$ cat config.mk
export PLATFORM = sky130hd
export DESIGN_NAME = bus_arbiter_4
export DESIGN_NICKNAME = d
export VERILOG_FILES = /design/src/rtl/bus_arbiter_4.sv
export SDC_FILE = /design/constraint.sdc
export NUM_CORES = 1
export LEC_CHECK = 0
export CELL_PAD_IN_SITES_DETAIL_PLACEMENT = 1
export CELL_PAD_IN_SITES_GLOBAL_PLACEMENT = 2
export CORE_AREA = 2 2 42 63
export DETAILED_ROUTE_END_ITERATION = 8
export DIE_AREA = 0 0 44 65
export DONT_BUFFER_PORTS = 1
export MAX_ROUTING_LAYER = met4
export PLACE_DENSITY = 0.76
export SLEW_MARGIN = 40
export SYNTH_ARGS = -nofsm -noshare
export SYNTH_HDL_FRONTEND = slang
export SYNTH_SLANG_ARGS = --single-unit
export TNS_END_PERCENT = 1
$ cat constraint.sdc
create_clock -name Clk -period 2.3 [get_ports Clk]
set_clock_uncertainty 0.2 [all_clocks]
set_input_delay 0.23 -clock Clk [delete_from_list [all_inputs] [get_ports Clk]]
set_output_delay 0.23 -clock Clk [all_outputs]
set_load 0.01 [all_outputs]
$ cat src/rtl/bus_arbiter_4.sv
// bus_arbiter_4 -- four-requester round-robin bus arbiter.
// Requesters: 0 PC, 1 MDR, 2 ALU, 3 MARMUX. Grant and SelectBit are
// registered; BusValid is derived from Grant. An owner keeps the bus until
// it drops its request; a release hands the bus to the next winner on the
// same edge so there are no dead cycles and no grant overlap.
// Optional feature: define BUS_ARB_TIMEOUT_EN to force a release once an
// owner has held the bus for MAX_HOLD cycles while another requester waits.
// Without it, ownership is unbounded and TimeoutErr is tied low.
// state_o exposes the FSM state (0 = IDLE, 1 = OWNED) for observation.
//
// Handshake: Req[i] is a level request held high for the whole transfer.
// Grant[i] is the acknowledgement; requester i owns the bus exactly while
// Grant[i] is high, and the transfer ends on the edge that samples Req[i]=0.

module bus_arbiter_4 #(
    parameter int MAX_HOLD = 8
) (
    input  logic       Clk,
    input  logic       Reset_n,
    input  logic [3:0] Req,
    output logic [3:0] Grant,
    output logic [1:0] SelectBit,
    output logic       BusValid,
    output logic       TimeoutErr,
    output logic       state_o
);

    typedef enum logic {
        IDLE  = 1'b0,
        OWNED = 1'b1
    } state_t;

    localparam logic [3:0] HOLD_LAST = 4'(MAX_HOLD - 1);

    state_t     state_q, state_d;
    logic [3:0] grant_q, grant_d;
    logic [1:0] sel_q,   sel_d;
    logic [1:0] ptr_q,   ptr_d;
    logic [3:0] cnt_q,   cnt_d;
    logic [3:0] others;
    logic [1:0] nxt_ptr;
    logic [1:0] win;

    // First requester at or after ptr, wrapping modulo 4.
    function automatic logic [1:0] pick(input logic [3:0] req, input logic [1:0] ptr);
        logic [1:0] idx;
        logic       found;
        pick  = ptr;
        found = 1'b0;
        for (int i = 0; i < 4; i++) begin
            idx = ptr + 2'(i);
            if (!found && req[idx]) begin
                pick  = idx;
                found = 1'b1;
            end
        end
    endfunction

    assign others  = Req & ~grant_q;
    assign nxt_ptr = sel_q + 2'd1;

`ifdef BUS_ARB_TIMEOUT_EN
    logic terr_q, terr_d;
`endif

    // Next-state logic: arbitration, release, hold counter and forced release.
    always_comb begin
        state_d = state_q;
        grant_d = grant_q;
        sel_d   = sel_q;
        ptr_d   = ptr_q;
        cnt_d   = cnt_q;
        win     = 2'd0;
`ifdef BUS_ARB_TIMEOUT_EN
        terr_d  = 1'b0;
`endif
        case (state_q)
            IDLE: begin
                grant_d = 4'b0000;
                if (|Req) begin
                    win     = pick(Req, ptr_q);
                    state_d = OWNED;
                    grant_d = 4'b0001 << win;
                    sel_d   = win;
                    cnt_d   = 4'd0;
                end
            end
            OWNED: begin
                if (!Req[sel_q]) begin
                    // Owner finished: rotate past it, hand over or go idle.
                    ptr_d = nxt_ptr;
                    cnt_d = 4'd0;
                    if (|others) begin
                        win     = pick(others, nxt_ptr);
                        grant_d = 4'b0001 << win;
                        sel_d   = win;
                    end else begin
                        state_d = IDLE;
                        grant_d = 4'b0000;
                    end
                end
`ifdef BUS_ARB_TIMEOUT_EN
                else if (cnt_q == HOLD_LAST && (|others)) begin
                    // Owner overstayed while someone waits: force hand-over.
                    ptr_d   = nxt_ptr;
                    cnt_d   = 4'd0;
                    win     = pick(others, nxt_ptr);
                    grant_d = 4'b0001 << win;
                    sel_d   = win;
                    terr_d  = 1'b1;
                end
`endif
                else if (cnt_q != HOLD_LAST) begin
                    cnt_d = cnt_q + 4'd1;
                end
            end
            default: begin
                state_d = IDLE;
                grant_d = 4'b0000;
            end
        endcase
    end

    // State registers; reset clears everything asynchronously.
    always_ff @(posedge Clk or negedge Reset_n) begin
        if (!Reset_n) begin
            state_q <= IDLE;
            grant_q <= 4'b0000;
            sel_q   <= 2'b00;
            ptr_q   <= 2'b00;
            cnt_q   <= 4'd0;
        end else begin
            state_q <= state_d;
            grant_q <= grant_d;
            sel_q   <= sel_d;
            ptr_q   <= ptr_d;
            cnt_q   <= cnt_d;
        end
    end

`ifdef BUS_ARB_TIMEOUT_EN
    // One-cycle pulse marking a forced release.
    always_ff @(posedge Clk or negedge Reset_n) begin
        if (!Reset_n) begin
            terr_q <= 1'b0;
        end else begin
            terr_q <= terr_d;
        end
    end
    assign TimeoutErr = terr_q;
`else
    assign TimeoutErr = 1'b0;
`endif

    assign Grant     = grant_q;
    assign SelectBit = sel_q;
    assign BusValid  = |grant_q;
    assign state_o   = state_q;

endmodule
==> key figures <==
Worst setup path
  • CP Launch Type: flop
  • Reg2Reg Launch Point: Grant[2]$_DFFE_PN0P_
  • Crit path buf inv count: 0
  • Worst EP arrival: 1900 ps
  • Worst path max stage delay: 440 ps
  • Worst path slowest cell: dfrtp_1
  • Reg2Reg Setup Slack: 360 ps
  • CP cell instances: and2b_4, nor4_2, nand2b_2, a21oi_1, a221o_1
  • WP data required: 2260 ps
  • Critical setup path kind: reg -> reg
  • CP Capture Type: flop
  • Worst path top cell family by delay: simple AND/OR/NAND/NOR gates
  • Crit path from: Grant[2]$_DFFE_PN0P_
  • CP max FO: 5

Outcome
  • Violated checks: hold timing
  • Status: finished with violations

STA
  • Count of pins over their slew limit: 0
  • Final setup TNS: 0 ps
  • Slew at the pin closest to its max-slew limit: 556 ps
  • RSZ-0062 raised after global routing: no
  • F_max: 0.514 GHz
  • Fin crit share: 84.5%
  • Fin crit period: 1940 ps
  • Setup violators final: 0
  • Worst hold margin: -3.29 ps
  • Slew margin rel.: 62.6%
  • Final hold vios: 1

CTS
  • Worst-skew pair later-pin latency: 270 ps
  • TritonCTS buffer count: 3
  • Clk sinks: 9
  • # Post-CTS Setup Buffers: 0
  • Clock-pin slew on the worst setup and hold paths: 70 ps
  • Clk Tree Root Cell: clkbuf_4
  • H-tree Lvls: 1
  • CTS tree: yes
  • Worst-case clock buffer depth: 2

Floorplan
  • Initial Util: 33.6%
  • Die height: 65 um
  • I/O pins: 15
  • Core area: 2370 um^2
  • # rows: 22
  • Die width: 44 um
  • Die Footprint: 2860 um^2

Layout
  • Fillers: 283
  • Register area: 225 um^2
  • Area of the multi-input gates: 526 um^2
  • ANT cells: 0
  • Post-Layout Cell Count: 116
  • Area Growth Syn to Fin: 6.46%
  • Layout cells sized above 1: 23.9%
  • Nets: 99

Power and ir drop
  • VDD IR max: 0.552 mV
  • Power Density: 1370 nW/um^2
  • Leak: 0.347 nW

Global routing
  • Initial antenna violation count: 0
  • Largest net degree at the start of global routing: 13
  • Remaining Overflow, GRT: 0
  • Global-route wire length before repair: 3720 um
  • GRT Util Overall: 18.2%
  • Vias in the first global route: 748

Synth
  • Yosys reg bits: 9
  • Top FF cell, synth: dfrtp_1
  • Area fraction in compound gates after synthesis: 29.1%
  • Seq/Total Area, Yosys: 28.3%
  • Gate Count Post-Synth: 90
  • Yosys warns: 0
  • Post-synthesis cell type count: 43
  • Synthesized Nets: 96
  • Synthesized cell area: 795 um^2
  • Mux cell area share after synthesis: 7.87%
  • Synth Area in Simple Gates: 27.6%
  • Post-synth EDFFs: 0
  • Avg Cell Area, Syn: 8.83 um^2
  • Synth top area cells: dfrtp_1 28%, a21oi_1 4.4%, mux2_4 3.8%
  • Post-synth top area cell: dfrtp_1
  • XOR/XNOR Fraction of Synth Area: 1.10%
  • Synth top area share: 28.3%
  • Area share of fa/ha/maj cells after synthesis: 0%
  • Async SR Flop Fraction: 100%
  • Main combinational cell family by area after synthesis: compound AO/OA/AOI/OAI gates

Placement
  • Buffers on Ports: 0
  • Hpwl dp: 1710 um
  • Placer's final routability congestion estimate: 0.786
  • Dpl cells: 110

Routing
  • DRT Pass-1 Iters: 4
  • DR iter-0 viols: 9
  • Detailed Route WL: 2200 um
  • Detail Route Antenna Nets: 0
  • Drt drc: 0
  • Vias/cell: 5.97
  • Via count: 693
  • DR WL/cell: 18.9 um

Hold path
  • Hold Startpoint: Req[2]
  • Worst hold path type: in -> reg

Run
  • Max_cap viols: 0
[cell type report]
class / instances / area share, %
Clock buffer: 4 / 3.11
Timing Repair Buffer: 3 / 3.25
Tap cell: 24 / 3.55
Inverter: 3 / 1.33
Sequential cell: 9 / 26.6
Multi-Input combinational cell: 73 / 62.1
[stage by stage]
stage	area (um^2)	hold slack (ps)	setup WS, ps	util [%]	total power, mW
2_1_floorplan	795	-266	476	-	0.904
3_3_place_gp	800	-265	397	33.8	1.02
3_5_place_dp	800	-265	372	33.8	1.04
4_1_cts	846	0.324	368	35.7	1.17
5_1_grt	846	1.81	284	35.7	1.27
6_report	846	-3.29	356	35.7	1.16
[kinds of logic (layout without fill, tap and decap cells)]
| kind of cell | count (synthesis) | in the layout |
|---|---|---|
| XOR/XNOR | 1 | 1 |
| flip-flops | 9 | 9 |
| buffers and inverters | 8 | 10 |
| multiplexers | 5 | 5 |
| other | 1 | 1 |
| AND/OR/NAND/NOR | 36 | 36 |
| AO/OA/AOI/OAI | 30 | 30 |
[worst paths after layout]
check / end / cells after the start
max in group asynchronous: ptr_q[1]$_DFFE_PN0P_ / 1
worst min-delay path: state_o$_DFF_PN0_ / 2
worst max register to register: Grant[1]$_DFFE_PN0P_ / 5
worst min register to register: ptr_q[0]$_DFFE_PN0P_ / 2
min in group asynchronous: state_o$_DFF_PN0_ / 1
worst max-delay path: Grant[1]$_DFFE_PN0P_ / 5
[per-layer routing]
layer,wire [um],share of wire [%],GRT usage [%]
met1,883,40,20.7
met2,1230,56,30.3
met3,65,3.0,2.23
met4,20,0.91,9.47
met5,0,0,-
[power breakdown]
part,switching (mW),leakage [nW],internal (mW)
registers,0.136,0.108,0.225
logic,0.341,0.224,0.331
clock network,0.0606,0.0150,0.0671
[cells in the final DEF, fill, tap and decap left out, types with 2 or more instances in the layout]
cell type / synthesis / layout
o21ai_0: 5 / 5
nor2_1: 5 / 5
nand3_1: 3 / 3
mux2_4: 2 / 2
o21ai_1: 2 / 2
dlygate4sd3_1: 0 / 2
a21oi_1: 7 / 7
o221ai_1: 2 / 2
nand2_1: 5 / 5
nor3_1: 2 / 2
nor2b_1: 3 / 3
o211ai_1: 3 / 3
clkbuf_4: 0 / 3
nand2b_1: 3 / 3
or2_2: 2 / 2
o22ai_1: 2 / 2
mux2_2: 2 / 2
dfrtp_1: 9 / 9
nand2b_2: 2 / 2
and2b_4: 2 / 2
a221o_1: 2 / 2
inv_1: 3 / 3
[cell usage after synthesis, drive strengths merged (3+ instances only)]
master  count
a21oi       7
and2b       3
buf         4
dfrtp       9
inv         3
mux2        4
nand2       6
nand2b      5
nand3       3
nor2        5
nor2b       3
o211ai      3
o21ai       7
o22ai       3
or2         3
[state kept, by name (all words and copies together), names as in the netlist]
signal / count
Grant: 4
state_o: 1
SelectBit: 2
ptr_q: 2
[timing repair]
action / CTS / global route
gates resized for setup: 0 / 0
hold endpoints to repair: 10 / 0
hold buffers: 2 / 0
Note: power is estimated with default switching activity, not from simulation.
